===== src/rtl/mem_arbiter_if.sv =====
// mem_arbiter_if
//   Bundles every requester-side and memory-side signal of the shared
//   main-memory arbiter.
//   master : arbiter view (requests/addresses/mem responses in, pulses/data/mem request out)
//   slave  : environment view (requesters, write buffer and memory model)
//   Signals: ic_* I-cache refill, dc_* D-cache refill, wb_* write-buffer drain,
//            mem_* main-memory port, busy = arbiter not idle.
interface mem_arbiter_if #(
    parameter int ADDR_WIDTH = 32,
    parameter int LINE_WIDTH = 128
);
    logic                  ic_req;
    logic [ADDR_WIDTH-1:0] ic_addr;
    logic                  ic_rvalid;
    logic [LINE_WIDTH-1:0] ic_rdata;
    logic                  dc_req;
    logic [ADDR_WIDTH-1:0] dc_addr;
    logic                  dc_rvalid;
    logic [LINE_WIDTH-1:0] dc_rdata;
    logic                  wb_req;
    logic [ADDR_WIDTH-1:0] wb_addr;
    logic [LINE_WIDTH-1:0] wb_wdata;
    logic                  wb_full;
    logic                  wb_ack;
    logic                  mem_req;
    logic                  mem_we;
    logic [ADDR_WIDTH-1:0] mem_addr;
    logic [LINE_WIDTH-1:0] mem_wdata;
    logic                  mem_ack;
    logic [LINE_WIDTH-1:0] mem_rdata;
    logic                  busy;

    modport master (
        input  ic_req, ic_addr, dc_req, dc_addr,
        input  wb_req, wb_addr, wb_wdata, wb_full,
        input  mem_ack, mem_rdata,
        output ic_rvalid, ic_rdata, dc_rvalid, dc_rdata, wb_ack,
        output mem_req, mem_we, mem_addr, mem_wdata, busy
    );

    modport slave (
        output ic_req, ic_addr, dc_req, dc_addr,
        output wb_req, wb_addr, wb_wdata, wb_full,
        output mem_ack, mem_rdata,
        input  ic_rvalid, ic_rdata, dc_rvalid, dc_rdata, wb_ack,
        input  mem_req, mem_we, mem_addr, mem_wdata, busy
    );
endinterface


===== src/rtl/mem_arbiter.sv =====
// mem_arbiter
//   Sequences one shared main-memory port between I-cache refills, D-cache
//   refills and write-buffer drains. Reads are preferred (round-robin between
//   the caches) unless the write buffer is full, a write has been passed over
//   STARVE_MAX times, or a pending read hits the line being drained.
//   Ports: clk, rst (sync, active-high), bus (mem_arbiter_if.master).
module mem_arbiter #(
    parameter int ADDR_WIDTH  = 32,
    parameter int LINE_WIDTH  = 128,
    parameter int OFFSET_BITS = 4,
    parameter int STARVE_MAX  = 4
) (
    input  logic          clk,
    input  logic          rst,
    mem_arbiter_if.master bus
);
    localparam int CNT_W = $clog2(STARVE_MAX + 1);

    typedef enum logic [1:0] {S_IDLE, S_WAIT, S_RESP} state_t;
    typedef enum logic [1:0] {OWN_IC, OWN_DC, OWN_WB} owner_t;

    state_t                r_state;
    state_t                w_next;
    owner_t                r_owner;
    owner_t                w_grant;
    logic                  r_rr_dc;     // 1: D-cache wins the next read tie
    logic [CNT_W-1:0]      r_starve;
    logic                  r_we;
    logic [ADDR_WIDTH-1:0] r_addr;
    logic [LINE_WIDTH-1:0] r_wdata;
    logic [LINE_WIDTH-1:0] r_ic_rdata;
    logic [LINE_WIDTH-1:0] r_dc_rdata;

    logic                  w_any_req;
    logic                  w_both_rd;
    logic                  w_ic_raw;
    logic                  w_dc_raw;
    logic                  w_force_wr;
    logic [ADDR_WIDTH-1:0] w_sel_addr;

    assign w_any_req = bus.ic_req | bus.dc_req | bus.wb_req;
    assign w_both_rd = bus.ic_req & bus.dc_req;

    // A read of the line still sitting in the write buffer must see the new data.
    assign w_ic_raw = bus.ic_req &&
        (bus.ic_addr[ADDR_WIDTH-1:OFFSET_BITS] == bus.wb_addr[ADDR_WIDTH-1:OFFSET_BITS]);
    assign w_dc_raw = bus.dc_req &&
        (bus.dc_addr[ADDR_WIDTH-1:OFFSET_BITS] == bus.wb_addr[ADDR_WIDTH-1:OFFSET_BITS]);
    assign w_force_wr = bus.wb_req &&
        (bus.wb_full || (r_starve == CNT_W'(STARVE_MAX)) || w_ic_raw || w_dc_raw);

    always_comb begin
        w_grant = OWN_WB;
        if (w_force_wr)
            w_grant = OWN_WB;
        else if (w_both_rd)
            w_grant = r_rr_dc ? OWN_DC : OWN_IC;
        else if (bus.ic_req)
            w_grant = OWN_IC;
        else if (bus.dc_req)
            w_grant = OWN_DC;
    end

    always_comb begin
        w_sel_addr = bus.wb_addr;
        case (w_grant)
            OWN_IC:  w_sel_addr = bus.ic_addr;
            OWN_DC:  w_sel_addr = bus.dc_addr;
            default: w_sel_addr = bus.wb_addr;
        endcase
    end

    always_comb begin
        w_next = r_state;
        case (r_state)
            S_IDLE:  if (w_any_req) w_next = S_WAIT;
            S_WAIT:  if (bus.mem_ack) w_next = S_RESP;
            S_RESP:  w_next = S_IDLE;
            default: w_next = S_IDLE;
        endcase
    end

    always_ff @(posedge clk) begin
        if (rst)
            r_state <= S_IDLE;
        else
            r_state <= w_next;
    end

    always_ff @(posedge clk) begin
        if (rst) begin
            r_owner    <= OWN_IC;
            r_rr_dc    <= 1'b1;
            r_starve   <= '0;
            r_we       <= 1'b0;
            r_addr     <= '0;
            r_wdata    <= '0;
            r_ic_rdata <= '0;
            r_dc_rdata <= '0;
        end else begin
            if (r_state == S_IDLE && w_any_req) begin
                r_owner <= w_grant;
                r_we    <= (w_grant == OWN_WB);
                r_addr  <= {w_sel_addr[ADDR_WIDTH-1:OFFSET_BITS], {OFFSET_BITS{1'b0}}};
                if (w_grant == OWN_WB) begin
                    r_wdata  <= bus.wb_wdata;
                    r_starve <= '0;
                end else if (bus.wb_req && r_starve != CNT_W'(STARVE_MAX)) begin
                    r_starve <= r_starve + CNT_W'(1);
                end
                // Round-robin only advances when the tie actually decided a read grant.
                if (w_both_rd && !w_force_wr)
                    r_rr_dc <= ~r_rr_dc;
            end
            if (r_state == S_WAIT && bus.mem_ack) begin
                if (r_owner == OWN_IC) r_ic_rdata <= bus.mem_rdata;
                if (r_owner == OWN_DC) r_dc_rdata <= bus.mem_rdata;
            end
        end
    end

    assign bus.mem_req   = (r_state == S_WAIT);
    assign bus.mem_we    = r_we;
    assign bus.mem_addr  = r_addr;
    assign bus.mem_wdata = r_wdata;
    assign bus.ic_rvalid = (r_state == S_RESP) && (r_owner == OWN_IC);
    assign bus.dc_rvalid = (r_state == S_RESP) && (r_owner == OWN_DC);
    assign bus.wb_ack    = (r_state == S_RESP) && (r_owner == OWN_WB);
    assign bus.ic_rdata  = r_ic_rdata;
    assign bus.dc_rdata  = r_dc_rdata;
    assign bus.busy      = (r_state != S_IDLE);
endmodule


===== src/flat_wrapper.sv =====
// flat-port wrapper written by rule: the top's interface ports become plain ports
module mem_arbiter_flat 
#(
    parameter int ADDR_WIDTH  = 32,
    parameter int LINE_WIDTH  = 128,
    parameter int OFFSET_BITS = 4,
    parameter int STARVE_MAX  = 4
)
  (clk, rst, bus_ic_req, bus_ic_addr, bus_dc_req, bus_dc_addr, bus_wb_req, bus_wb_addr, bus_wb_wdata, bus_wb_full, bus_mem_ack, bus_mem_rdata, bus_ic_rvalid, bus_ic_rdata, bus_dc_rvalid, bus_dc_rdata, bus_wb_ack, bus_mem_req, bus_mem_we, bus_mem_addr, bus_mem_wdata, bus_busy);
  mem_arbiter_if #(.ADDR_WIDTH(ADDR_WIDTH), .LINE_WIDTH(LINE_WIDTH)) bus_i ();
  input  logic clk;
  input  logic rst;
  input wire logic [$bits(bus_i.ic_req)-1:0] bus_ic_req;
  input wire logic [$bits(bus_i.ic_addr)-1:0] bus_ic_addr;
  input wire logic [$bits(bus_i.dc_req)-1:0] bus_dc_req;
  input wire logic [$bits(bus_i.dc_addr)-1:0] bus_dc_addr;
  input wire logic [$bits(bus_i.wb_req)-1:0] bus_wb_req;
  input wire logic [$bits(bus_i.wb_addr)-1:0] bus_wb_addr;
  input wire logic [$bits(bus_i.wb_wdata)-1:0] bus_wb_wdata;
  input wire logic [$bits(bus_i.wb_full)-1:0] bus_wb_full;
  input wire logic [$bits(bus_i.mem_ack)-1:0] bus_mem_ack;
  input wire logic [$bits(bus_i.mem_rdata)-1:0] bus_mem_rdata;
  output wire logic [$bits(bus_i.ic_rvalid)-1:0] bus_ic_rvalid;
  output wire logic [$bits(bus_i.ic_rdata)-1:0] bus_ic_rdata;
  output wire logic [$bits(bus_i.dc_rvalid)-1:0] bus_dc_rvalid;
  output wire logic [$bits(bus_i.dc_rdata)-1:0] bus_dc_rdata;
  output wire logic [$bits(bus_i.wb_ack)-1:0] bus_wb_ack;
  output wire logic [$bits(bus_i.mem_req)-1:0] bus_mem_req;
  output wire logic [$bits(bus_i.mem_we)-1:0] bus_mem_we;
  output wire logic [$bits(bus_i.mem_addr)-1:0] bus_mem_addr;
  output wire logic [$bits(bus_i.mem_wdata)-1:0] bus_mem_wdata;
  output wire logic [$bits(bus_i.busy)-1:0] bus_busy;
  assign bus_i.ic_req = bus_ic_req;
  assign bus_i.ic_addr = bus_ic_addr;
  assign bus_i.dc_req = bus_dc_req;
  assign bus_i.dc_addr = bus_dc_addr;
  assign bus_i.wb_req = bus_wb_req;
  assign bus_i.wb_addr = bus_wb_addr;
  assign bus_i.wb_wdata = bus_wb_wdata;
  assign bus_i.wb_full = bus_wb_full;
  assign bus_i.mem_ack = bus_mem_ack;
  assign bus_i.mem_rdata = bus_mem_rdata;
  assign bus_ic_rvalid = bus_i.ic_rvalid;
  assign bus_ic_rdata = bus_i.ic_rdata;
  assign bus_dc_rvalid = bus_i.dc_rvalid;
  assign bus_dc_rdata = bus_i.dc_rdata;
  assign bus_wb_ack = bus_i.wb_ack;
  assign bus_mem_req = bus_i.mem_req;
  assign bus_mem_we = bus_i.mem_we;
  assign bus_mem_addr = bus_i.mem_addr;
  assign bus_mem_wdata = bus_i.mem_wdata;
  assign bus_busy = bus_i.busy;
  mem_arbiter #(.ADDR_WIDTH(ADDR_WIDTH), .LINE_WIDTH(LINE_WIDTH), .OFFSET_BITS(OFFSET_BITS), .STARVE_MAX(STARVE_MAX)) u_core (.clk(clk), .rst(rst), .bus(bus_i));
endmodule

===== config.mk =====
export PLATFORM = sky130hd
export DESIGN_NAME = mem_arbiter_flat
export DESIGN_NICKNAME = d
export VERILOG_FILES = /design/src/rtl/mem_arbiter_if.sv /design/src/rtl/mem_arbiter.sv /design/src/flat_wrapper.sv
export SDC_FILE = /design/constraint.sdc
export NUM_CORES = 1
export LEC_CHECK = 0
export CAP_MARGIN = 20
export CORE_AREA = 3 3 300 302
export DETAILED_ROUTE_END_ITERATION = 10
export DIE_AREA = 0 0 303 305
export SLEW_MARGIN = 20
export SYNTH_ARGS = -nofsm -noshare
export SYNTH_HDL_FRONTEND = slang
export SYNTH_SLANG_ARGS = --single-unit

===== constraint.sdc =====
create_clock -name clk -period 4.7 [get_ports clk]
set_input_delay 0.94 -clock clk [delete_from_list [all_inputs] [get_ports clk]]
set_output_delay 0.94 -clock clk [all_outputs]
set_load 0.02 [all_outputs]

# --- Word-level counts from Yosys, hierarchy flattened ---
# Index checks and enable logic that the tools add are counted.
classes:
  eq_ne: 12
  n_reduce_logical: 25
  n_bitwise: 4
  n_addsub: 1
  n_mux: 11
ops:
  columns: ["op", "count"]
  rows:
  - ["$pmux 32 s2", 1]
  - ["$eq 28x28->1", 2]
  - ["$mux 2", 6]
  - ["$reduce_and 2->1", 6]
  - ["$logic_and 1x1->1", 10]
  - ["$eq 2x1->1 const B", 3]
  - ["$eq 2x2->1 const B", 3]
  - ["$logic_not 2->1", 3]
  - ["$mux 3", 2]
  - ["$pmux 2 s2", 1]
  - ["$reduce_bool 2->1", 2]
  - ["$add 3x1->3 const B", 1]
  - ["$eq 3x3->1 const B", 1]
  - ["$logic_or 1x1->1", 3]
  - ["$ne 3x3->1 const B", 1]
  - ["$ne 2x1->1 const B", 1]
  - ["$ne 2x2->1 const B", 1]
  - ["$or 1x1->1", 2]
  - ["$and 1x1->1", 1]
  - ["$logic_not 1->1", 1]
  - ["$mux 1", 1]
  - ["$not 1->1", 1]
totals:
  input_bits: 359
  ff_bits: 421
  wordCells: 62

# --- Longest topological paths before layout ---
# Gate-level depths: netlist of the first run.
depth:
  word_depth: 9
  ltp_mapped: 9

# --- Worst setup path before layout of the first run ---
# No wires, ideal clock.
synth_path:
  path_kind: "input-to-reg"
  from: "input port bus_wb_addr[7]"
  to: "register u_core.r_wdata[29] (netlist: u_core.bus.mem_wdata[29])"
  n_path_buf: 2
  path_slack_ps: 1948
  arrival_time_ps: 2625
  cell_stages: 9
  setup_ps: 128
  path_cell_list: "xnor2_1 -> nand2_1 -> a2111o_1 -> o41ai_4 -> o31ai_1 -> buf_2 -> buf_2 -> mux2i_1 -> nor2_1"
synth_via:
  elab_chain_len: 8
  elab_cells_between_ends: 10
synth_lines:
  columns: ["element", "line", "source"]
  rows:
  - ["start, declared", "flat_wrapper.sv:18", "input wire logic [$bits(bus_i.wb_addr)-1:0] bus_wb_addr;"]
  - ["$eq 28x28->1", "mem_arbiter.sv:46", "(bus.ic_addr[ADDR_WIDTH-1:OFFSET_BITS] == bus.wb_addr[ADDR_WIDTH-1:OFFSET_BITS]);"]
  - ["$logic_and 1x1->1", "mem_arbiter.sv:45", "assign w_ic_raw = bus.ic_req &&"]
  - ["$logic_or 1x1->1", "mem_arbiter.sv:50", "(bus.wb_full || (r_starve == CNT_W'(STARVE_MAX)) || w_ic_raw || w_dc_raw);"]
  - ["$logic_or 1x1->1 *", "mem_arbiter.sv:50", null]
  - ["$logic_and 1x1->1 *", "mem_arbiter.sv:49", "assign w_force_wr = bus.wb_req &&"]
  - ["$mux 2 *", "mem_arbiter.sv:54", "if (w_force_wr)"]
  - ["$eq 2x2->1 *", "mem_arbiter.sv:105", "if (w_grant == OWN_WB) begin"]
  - ["$reduce_and 2->1 (no source line) *", null, null]
  - ["end signal, assigned", "mem_arbiter.sv:106", "r_wdata <= bus.wb_wdata;"]
  - ["end, declared", "mem_arbiter.sv:30", "logic [LINE_WIDTH-1:0] r_wdata;"]
# Mark *: on every way between the ends. The rest lies on a longest branch, timed or not.
# A chain may end at the register's enable or synchronous reset.

# --- Worst setup path in the final report of the first run ---
layout_path:
  from: "register u_core.r_owner[1]"
  to: "output port bus_wb_ack"
layout_via:
  elab_chain_len: 2
layout_lines:
  columns: ["element", "line", "source"]
  rows:
  - ["start, declared", "mem_arbiter.sv:24", "owner_t r_owner;"]
  - ["start signal, assigned", "mem_arbiter.sv:102", "r_owner <= w_grant;"]
  - ["$eq 2x2->1", "mem_arbiter.sv:128", "assign bus.wb_ack = (r_state == S_RESP) && (r_owner == OWN_WB);"]
  - ["$logic_and 1x1->1", "mem_arbiter.sv:128", null]
  - ["end, declared", "flat_wrapper.sv:27", "output wire logic [$bits(bus_i.wb_ack)-1:0] bus_wb_ack;"]
# Every way passes these cells.

==> impl_metrics.json, run 1 <==
{
  "switching_power_w": 0.00252,
  "numCtsBuffers": 49,
  "cell_internal_pwr_w": 0.00699,
  "die_w_um": 303,
  "synth-seq-area-share": 0.531,
  "max_slew.worst_pin.slew_ns": 1.03,
  "clock-root-buffer": "clkbuf_16",
  "tritoncts": "done",
  "timing.critical_path.arrival_ns": 2.49,
  "slew_headroom": 0.315,
  "core_rows": 109,
  "dominant_synthesized_flop_cell": "dfxtp_1",
  "synth_register_bits": 421,
  "power.switching_fraction": 0.265,
  "cts_resized": 0,
  "die-height_um": 305,
  "period_needed_ns": 3.43,
  "crit_fanout": 6,
  "worstHoldPathType": "flop to flop",
  "grt_max_degree": 119,
  "detailroute.via_count": 15700,
  "starting_density_of_the_core": 0.180,
  "grt_use_total": 0.148,
  "first_global_vias": 15500,
  "timing.hold.worst_path_depth": 2,
  "via_per_inst": 4.12,
  "cp_cell_sequence": "nor3b_1 > clkdlybuf4s50_1",
  "cts_hold_buf": 0,
  "setup.worst_path.class": "flop to output port",
  "max-vdd-ir-drop_v": 0.000359,
  "worst_hold_slack_ns": 0.451,
  "final_core_utilization": 0.303,
  "setup_violations": 0,
  "htree_num_levels": 2,
  "final_layout_size_suffix_gt1_frac": 0.0481,
  "remaining_drc_errors": 0,
  "area_growth_syn_to_layout_pct": 67.7,
  "reg2reg_setup_slack_ns": 2.15,
  "drt-initial-drc-count": 907,
  "setup.worst_path.end": "bus_wb_ack",
  "period_share": 0.730,
  "drv_cap": 0,
  "drt_first_pass_iters": 6,
  "synthesis.area_per_instance_sq_um": 8.39,
  "combPwrFrac": 0.168,
  "post_synthesis_instance_area_sq_mm": 0.0159,
  "powerDensity_mw_per_mm2": 357,
  "status": "finished clean",
  "initial_antenna_violation_count": 10,
  "cts_post_setup_buffers_inserted": 0,
  "fp.dieArea_sq_mm": 0.0924,
  "setup_tns_ns": 0,
  "ff2ff_path_depth": 8,
  "fmax_ghz": 0.292,
  "clock_latency_of_the_later_clocked_register_in_the_worst_skew_pair_ns": 0.58,
  "synth_edf_count": 0,
  "timing.critical_path.from": "u_core.r_owner[1]",
  "total_leakage_power_nw": 9.89,
  "worstSetupEndpointType": "output port",
  "final-max-slew-violation-count": 0,
  "power.total_w": 0.00951,
  "routedWlPerCell_um": 19.0,
  "multi_input_area_sq_mm": 0.00692,
  "crit_path_max_incr_delay_ns": 0.75,
  "numPortBuffers": 764,
  "clk_path_buf_depth": 3,
  "finalInstanceArea_sq_mm": 0.0266,
  "grt_pass1_wl_um": 103000,
  "r2r_end": "u_core.bus.mem_wdata[100]",
  "totalWireLength_um": 72400,
  "worst-endpoint-required_ns": 3.76,
  "route.antenna.remaining_nets": 0,
  "cts.sink_count": 421,
  "global_route.overflow_total": 0,
  "rsz_0062_raised_after_global_routing": "false",
  "syn-instance-count": 1891,
  "regArea_sq_mm": 0.00843,
  "clk_transition_reported_paths_ns": 0.06,
  "crit-reg2reg-launch": "u_core.r_starve[0]",
  "critical_path_startpoint_category": "flop",
  "top_level_ports": 781,
  "clockPowerShare": 0.430,
  "core_region_area_sq_mm": 0.0880,
  "final_net_count": 2965,
  "fin_clk_skew_ns": 0.0132,
  "n_fill_cell": 9308,
  "dp.final_hpwl_um": 54100,
  "postSynth.asyncResetShare": 0,
  "critical-path-slowest-cell": "clkdlybuf4s50_1",
  "yosysUniqueCellTypes": 38,
  "power.share.sequential": 0.402,
  "placed_area_sq_mm": 0.0249,
  "fin_hold_viols": 0,
  "gp_congestion": 0.827,
  "ys.warnings.count": 0
}
-- critical path, delay by kind of cell, from the launching register on --
| kind | cells | cell delay [ns] |
|---|---|---|
| buf+inv | 1 | 0.75 |
| flops | 1 | 0.59 |
| simple gates | 1 | 0.56 |
-- synthesized netlist by cell type (all sizes together), types with 3 or more instances --
cell type	count	area share
a21oi	291	0.092
nand2b	30	0.012
xor2	34	0.019
clkbuf	118	0.028
nand2	522	0.12
buf	24	0.0080
inv	6	0.0014
nor3	5	0.0016
nor4	8	0.0035
nand3	3	0.00095
a222oi	28	0.018
mux2i	129	0.081
dfxtp	421	0.53
o21ai	31	0.0098
xnor2	21	0.012
nand4	6	0.0024
nor2	193	0.046
-- metrics by stage --
step / setup WS, ns / cells
2_1_floorplan: 1.95 / 1894
3_3_place_gp: 0.842 / 3718
3_5_place_dp: 0.827 / 3718
4_1_cts: 1.13 / 3803
5_1_grt: 1.17 / 3805
6_report: 1.27 / 3807
-- cells in the final DEF, fill, tap and decap left out, types with 2 or more instances in the layout --
cell | Yosys | final
a21boi_4 | 0 | 2
a21oi_1 | 291 | 291
a222oi_1 | 28 | 28
and2_1 | 2 | 2
buf_12 | 0 | 11
buf_4 | 4 | 26
bufinv_16 | 0 | 7
clkbuf_1 | 118 | 8
clkbuf_16 | 0 | 50
clkbuf_8 | 0 | 11
clkdlybuf4s50_1 | 0 | 763
clkinv_2 | 0 | 5
conb_1 | 1 | 4
dfxtp_1 | 421 | 421
diode_2 | 0 | 4
ha_1 | 2 | 2
inv_1 | 6 | 6
inv_6 | 0 | 2
mux2i_1 | 129 | 129
nand2_1 | 522 | 522
nand2b_1 | 30 | 30
nand3_1 | 3 | 3
nand4_1 | 6 | 6
nor2_1 | 193 | 190
nor2_2 | 0 | 2
nor3_1 | 5 | 4
nor3b_1 | 2 | 2
nor4_1 | 7 | 7
o21ai_0 | 20 | 20
o21ai_1 | 11 | 11
xnor2_1 | 21 | 21
xor2_1 | 34 | 34
-- how the worst min path moves through the flow --
stage	to	startpoint	slack [ns]
2_1_floorplan	u_core.r_starve[2]	u_core.r_starve[2]	0.44
3_3_place_gp	u_core.bus.dc_rdata[64]	u_core.bus.dc_rdata[64]	0.44
3_5_place_dp	u_core.bus.dc_rdata[8]	u_core.bus.dc_rdata[8]	0.45
4_1_cts	u_core.bus.dc_rdata[126]	u_core.bus.dc_rdata[126]	0.45
5_1_grt	u_core.bus.dc_rdata[116]	u_core.bus.dc_rdata[116]	0.47
6_report	u_core.bus.dc_rdata[126]	u_core.bus.dc_rdata[126]	0.45
-- metal layers --
layer | vias up | wire length (um) | track usage
met3 | 125 | 7980 | 0.0648
met5 | - | 62 | 0
met2 | 642 | 34000 | 0.248
li1 | 7663 | - | -
met4 | 8 | 2540 | 0.0528
met1 | 7264 | 27800 | 0.166
-- sequential cells by signal, indices dropped and copies added (netlist names) --
register	count
u_core.bus.mem_addr	28
u_core.bus.ic_rdata	128
u_core.bus.mem_wdata	128
u_core.r_starve	3
u_core.r_owner	2
u_core.bus.mem_we	1
u_core.bus.dc_rdata	128
u_core.r_state	2
u_core.r_rr_dc	1
-- final cells by class --
class,instances,area share
Tap cell,1165,0.0548
Multi-Input combinational cell,1325,0.260
Inverter,6,0.000846
Clock buffer,69,0.0538
Timing Repair Buffer,801,0.303
Clock inverter,16,0.0104
Sequential cell,421,0.317
Antenna cell,4,0.000376
-- power groups by stage --
stage	combinational [W]	clock [W]	sequential, W
5_1_grt	0.00172	0.00435	0.00385
3_5_place_dp	0.00160	0	0.00390
6_report	0.00159	0.00409	0.00383
4_1_cts	0.00161	0.00423	0.00383
2_1_floorplan	0.000501	0	0.00409
3_3_place_gp	0.00160	0	0.00390
-- kinds of logic after synthesis --
kind of cell	share of synthesized area
buffers and inverters	0.0373
adder cells (fa/ha/maj)	0.00158
flip-flops	0.531
AND/OR/NAND/NOR	0.194
other	0.000236
multiplexers	0.0814
AO/OA/AOI/OAI	0.124
XOR/XNOR	0.0304
Power figures use the tool's default switching activity.
==> inputs of run 2 (changes only) <==
- CORE_AREA: 3 3 300 302 -> 3 3 302 304
- DIE_AREA: 0 0 303 305 -> 0 0 305 307
- clock period: 4.7 -> 3.5 ns (I/O delays scaled with it)
==> impl_metrics.json, run 2 (synthesis results as in run 1) <==
{
  "crit_fanout": 6,
  "tritoncts": "done",
  "htree_num_levels": 2,
  "route.antenna.remaining_nets": 0,
  "max_slew.worst_pin.slew_ns": 0.951,
  "clock-root-buffer": "clkbuf_16",
  "first_global_vias": 15700,
  "remaining_drc_errors": 0,
  "numPortBuffers": 764,
  "most_common_cell_after_layout_fill_and_taps_aside": "clkdlybuf4s50_1",
  "cts_post_setup_buffers_inserted": 0,
  "final.setup.worst_slack_ns": 0.665,
  "final_cell_mix": "clkdlybuf4s50_1 (763), nand2_1 (522), dfxtp_1 (421)",
  "dp.final_hpwl_um": 57000,
  "clk_transition_reported_paths_ns": 0.06,
  "grt_max_degree": 90,
  "grt_use_total": 0.152,
  "powerDensity_mw_per_mm2": 479,
  "gp_congestion": 0.849,
  "global_route.overflow_total": 0,
  "cts_hold_buf": 0,
  "fin_hold_viols": 0,
  "fin_clk_skew_ns": 0.0181,
  "max-vdd-ir-drop_v": 0.000355,
  "reg2reg_setup_slack_ns": 1.30,
  "top_level_ports": 781,
  "starting_density_of_the_core": 0.179,
  "numCtsBuffers": 51,
  "drt_first_pass_iters": 9,
  "period_share": 0.810,
  "clk_path_buf_depth": 3,
  "slew_headroom": 0.364,
  "initial_antenna_violation_count": 15,
  "die-height_um": 307,
  "fp.dieArea_sq_mm": 0.0936,
  "worstSetupEndpointType": "output port",
  "via_per_inst": 4.16,
  "timing.critical_path.arrival_ns": 2.13,
  "clock_latency_of_the_later_clocked_register_in_the_worst_skew_pair_ns": 0.61,
  "period_needed_ns": 2.83,
  "final_layout_size_suffix_gt1_frac": 0.0680,
  "area_growth_syn_to_layout_pct": 71.0,
  "preCtsSetupSlack_ns": 0.0603,
  "final-max-slew-violation-count": 0,
  "rsz_0062_raised_after_global_routing": "false",
  "grt_pass1_wl_um": 107000,
  "core_rows": 109,
  "core_region_area_sq_mm": 0.0885,
  "final_net_count": 3012,
  "setup.worst_path.class": "flop to output port",
  "totalWireLength_um": 75100,
  "worst-endpoint-required_ns": 2.80,
  "die_w_um": 305,
  "cts_resized": 0,
  "fmax_ghz": 0.353,
  "setup_violations": 0,
  "total_leakage_power_nw": 10.2,
  "routedWlPerCell_um": 19.5,
  "drt-initial-drc-count": 1022,
  "drv_cap": 0,
  "critical_path_startpoint_category": "flop",
  "cts.sink_count": 421,
  "worstHoldPathType": "flop to flop",
  "setup_tns_ns": 0,
  "detailroute.via_count": 16100,
  "status": "finished clean"
}
==> run 2: cell types whose count changed in the layout (fill, tap and decap cells not counted), sizes merged <==
cell,before,now
clkbuf,69,74
clkinvlp,1,3
clkinv,6,10
buf,38,83
bufinv,7,5
diode,4,5
==> run 2: cell type report <==
class	instances	area, sq um
inverters	6	22.5
flip-flops and latches	421	8430
clock buffers	74	1540
diodes	5	12.5
well taps	1165	1460
clock inverters	20	255
repair buffers	846	8520
fillers	9328	61400
multi-input cells	1325	6910
==> run 2: critical path, cell delays in order, from the launching register on <==
cell,delay (ns)
dfxtp_1,0.37
nand2b_1,0.23
nor2_1,0.24
clkdlybuf4s50_1,0.69
==> run 2: where the power goes <==
part           switching [W]  internal [W]  total, W
Clock                0.00221       0.00342   0.00564
Sequential          0.000122       0.00502   0.00514
Combinational        0.00115       0.00107   0.00222
Total                0.00348       0.00952    0.0130
==> run 2: layer usage <==
metal	GRT usage	vias to the layer above	wire [um]
met5	0	-	44
met4	0.0543	6	2240
met3	0.0610	125	7350
met2	0.265	702	36800
met1	0.166	7451	28700
li1	-	7777	-
==> run 2: per-stage QoR <==
stage / hold WS, ns / cell area, sq um / std cells / util / power (W)
3_5_place_dp: 0.445 / 25300 / 3763 / 0.286 / 0.00747
6_report: 0.451 / 27100 / 3862 / 0.307 / 0.0130
3_3_place_gp: 0.441 / 25300 / 3763 / 0.286 / 0.00746
4_1_cts: 0.454 / 27100 / 3857 / 0.307 / 0.0132
5_1_grt: 0.466 / 27100 / 3862 / 0.307 / 0.0135
2_1_floorplan: 0.444 / 15900 / 1894 / - / 0.00616
==> run 2: path summary, 6_finish.rpt <==
path	start	endpoint	cells past startpoint
setup / recovery	u_core.r_owner[1]	bus_dc_rvalid	3
hold / removal	u_core.bus.mem_we	u_core.bus.mem_we	2
setup reg to reg	u_core.r_starve[0]	u_core.bus.mem_wdata[73]	9
hold reg to reg	u_core.bus.mem_we	u_core.bus.mem_we	2
==> RTL change: new RTL, config.mk and constraints of run 2 <==
`ADDR_WIDTH` is set to 32 in 3 places; all go to 64.
--- a/src/rtl/mem_arbiter_if.sv
+++ b/src/rtl/mem_arbiter_if.sv
@@ -8,3 +8,3 @@
 interface mem_arbiter_if #(
-    parameter int ADDR_WIDTH = 32,
+    parameter int ADDR_WIDTH = 64,
     parameter int LINE_WIDTH = 128
--- a/src/rtl/mem_arbiter.sv
+++ b/src/rtl/mem_arbiter.sv
@@ -7,3 +7,3 @@
 module mem_arbiter #(
-    parameter int ADDR_WIDTH  = 32,
+    parameter int ADDR_WIDTH  = 64,
     parameter int LINE_WIDTH  = 128,
--- a/src/flat_wrapper.sv
+++ b/src/flat_wrapper.sv
@@ -3,3 +3,3 @@
 #(
-    parameter int ADDR_WIDTH  = 32,
+    parameter int ADDR_WIDTH  = 64,
     parameter int LINE_WIDTH  = 128,
Interface: changed (resized bus_dc_addr, bus_ic_addr, bus_mem_addr and bus_wb_addr); port bits go from 781 to 909. No check against the original RTL was run, so the function may have changed too.
==> RTL change against run 2 <==
Setup slack got worse by 0.12 ns; die area unchanged; total power increased by 12%; combinational power up 42%; count of clock-buffer cells in the layout increased by 5; sequential cell count grew 32; clock skew is 0.016 ns higher; highest routed layer unchanged; sequential share of layout area is 3.3 points lower; sequential power up 9.1%; core utilization grew 6.2 points; largest power group unchanged; cell area grew 20%; wire length up 28%; area after synthesis increased by 29%.
==> RTL change: results <==
{
  "setup.worst_path.end": "bus_busy",
  "clock_tree_area_fraction_pct": 5.58,
  "ys_seq_area_share_pct": 44.4,
  "port_buffers": 892,
  "sh_seq_area_pct": 27.8,
  "seq_cells": 453,
  "hp-start": "u_core.bus.dc_rdata[23]",
  "final_nets": 3811,
  "powerComb_uw": 3150,
  "synthAdderAreaFrac_pct": 0.122,
  "leakage_uw": 0.0114,
  "wl_per_cell_um": 21.1,
  "antenna_cells": 10,
  "worst_ir_drop_vdd_mv": 0.347,
  "grt_pass1_wl_um": 138000,
  "n_clock_buffer": 79,
  "grt_pass1_vias": 20200,
  "min_to": "u_core.bus.dc_rdata[23]",
  "ctsHtreeMaxLevel": 2,
  "synthDistinctLibCells": 46,
  "slew_headroom_pct": 55.3,
  "holdWs_ns": 0.451,
  "num-multi-input-gates": 1850,
  "vias": 20800,
  "cts_buffer_depth": 3,
  "worstPathMaxFanout": 5,
  "buffer_area_share_pct": 30.0,
  "inverters_excl_clock": 20,
  "power.share.switching_pct": 29.1,
  "status": "complete, no violations",
  "firstDrtPassIters": 5,
  "reg2reg_to": "u_core.bus.ic_rdata[17]",
  "r2r_setup_slack_ns": 1.25,
  "antenna_found_initial": 14,
  "seq_power_share_pct": 38.6,
  "gp_congestion": 0.932,
  "grt_max_degree": 106,
  "skew_ns": 0.0344,
  "buffers": 974,
  "reg2reg_depth": 6,
  "synth_compound_area_share_pct": 13.9,
  "post_cts_buffers": 0,
  "cpPeakStageDelay_ns": 0.90,
  "multi_input_area_share_pct": 31.9,
  "synthTopCellsByArea": "dfxtp_1 (44%), nand2_1 (11%), nand2b_1 (10%), a21oi_1 (6.4%), mux2i_1 (6.3%)",
  "synthMuxAreaShare_pct": 6.32,
  "startpoint": "u_core.r_state[1]",
  "ys_top_cells_by_count": "nand2_1 (580), dfxtp_1 (453), nand2b_1 (336)",
  "fill_cells": 9192,
  "grt_util_all_layers_pct": 19.4,
  "drtIter0Drc": 1591,
  "layout-drive-gt1-share_pct": 5.63,
  "hpwl_um": 74500,
  "synthXorXnorAreaFrac_pct": 3.34,
  "timing.rr.start": "u_core.r_state[0]",
  "cts_buffers": 55,
  "critPathArrivalTime_ns": 2.25
}
==> RTL change: cell types whose count changed in the layout (fill, tap and decap cells not counted), sizes merged, moves of 32 or more <==
cell,run 2,this run
a22o,0,60
nand4,6,45
nand2b,30,336
o21ai,31,64
clkdlybuf4s50,763,891
nand2,522,580
dfxtp,421,453
xnor2,21,53
nor2,193,142
o22ai,0,61
==> RTL change: stage by stage <==
step	power [uW]	setup WS, ns	std cells	area [um^2]
after floorplan	7160	0.907	2501	20500
after global placement	8860	-0.0348	4462	30800
after detailed placement	8870	-0.0581	4462	30800
after CTS	14700	0.478	4559	32600
after global routing	15100	0.448	4567	32600
final	14600	0.548	4569	32700
==> RTL change: routing by layer <==
layer / vias to the layer above / share of wire, % / track usage (%)
li1: 10100 / - / -
met1: 9779 / 39 / 22.6
met2: 804 / 50 / 34.2
met3: 157 / 8.1 / 5.65
met4: 8 / 2.9 / 5.93
met5: - / 0.060 / 0
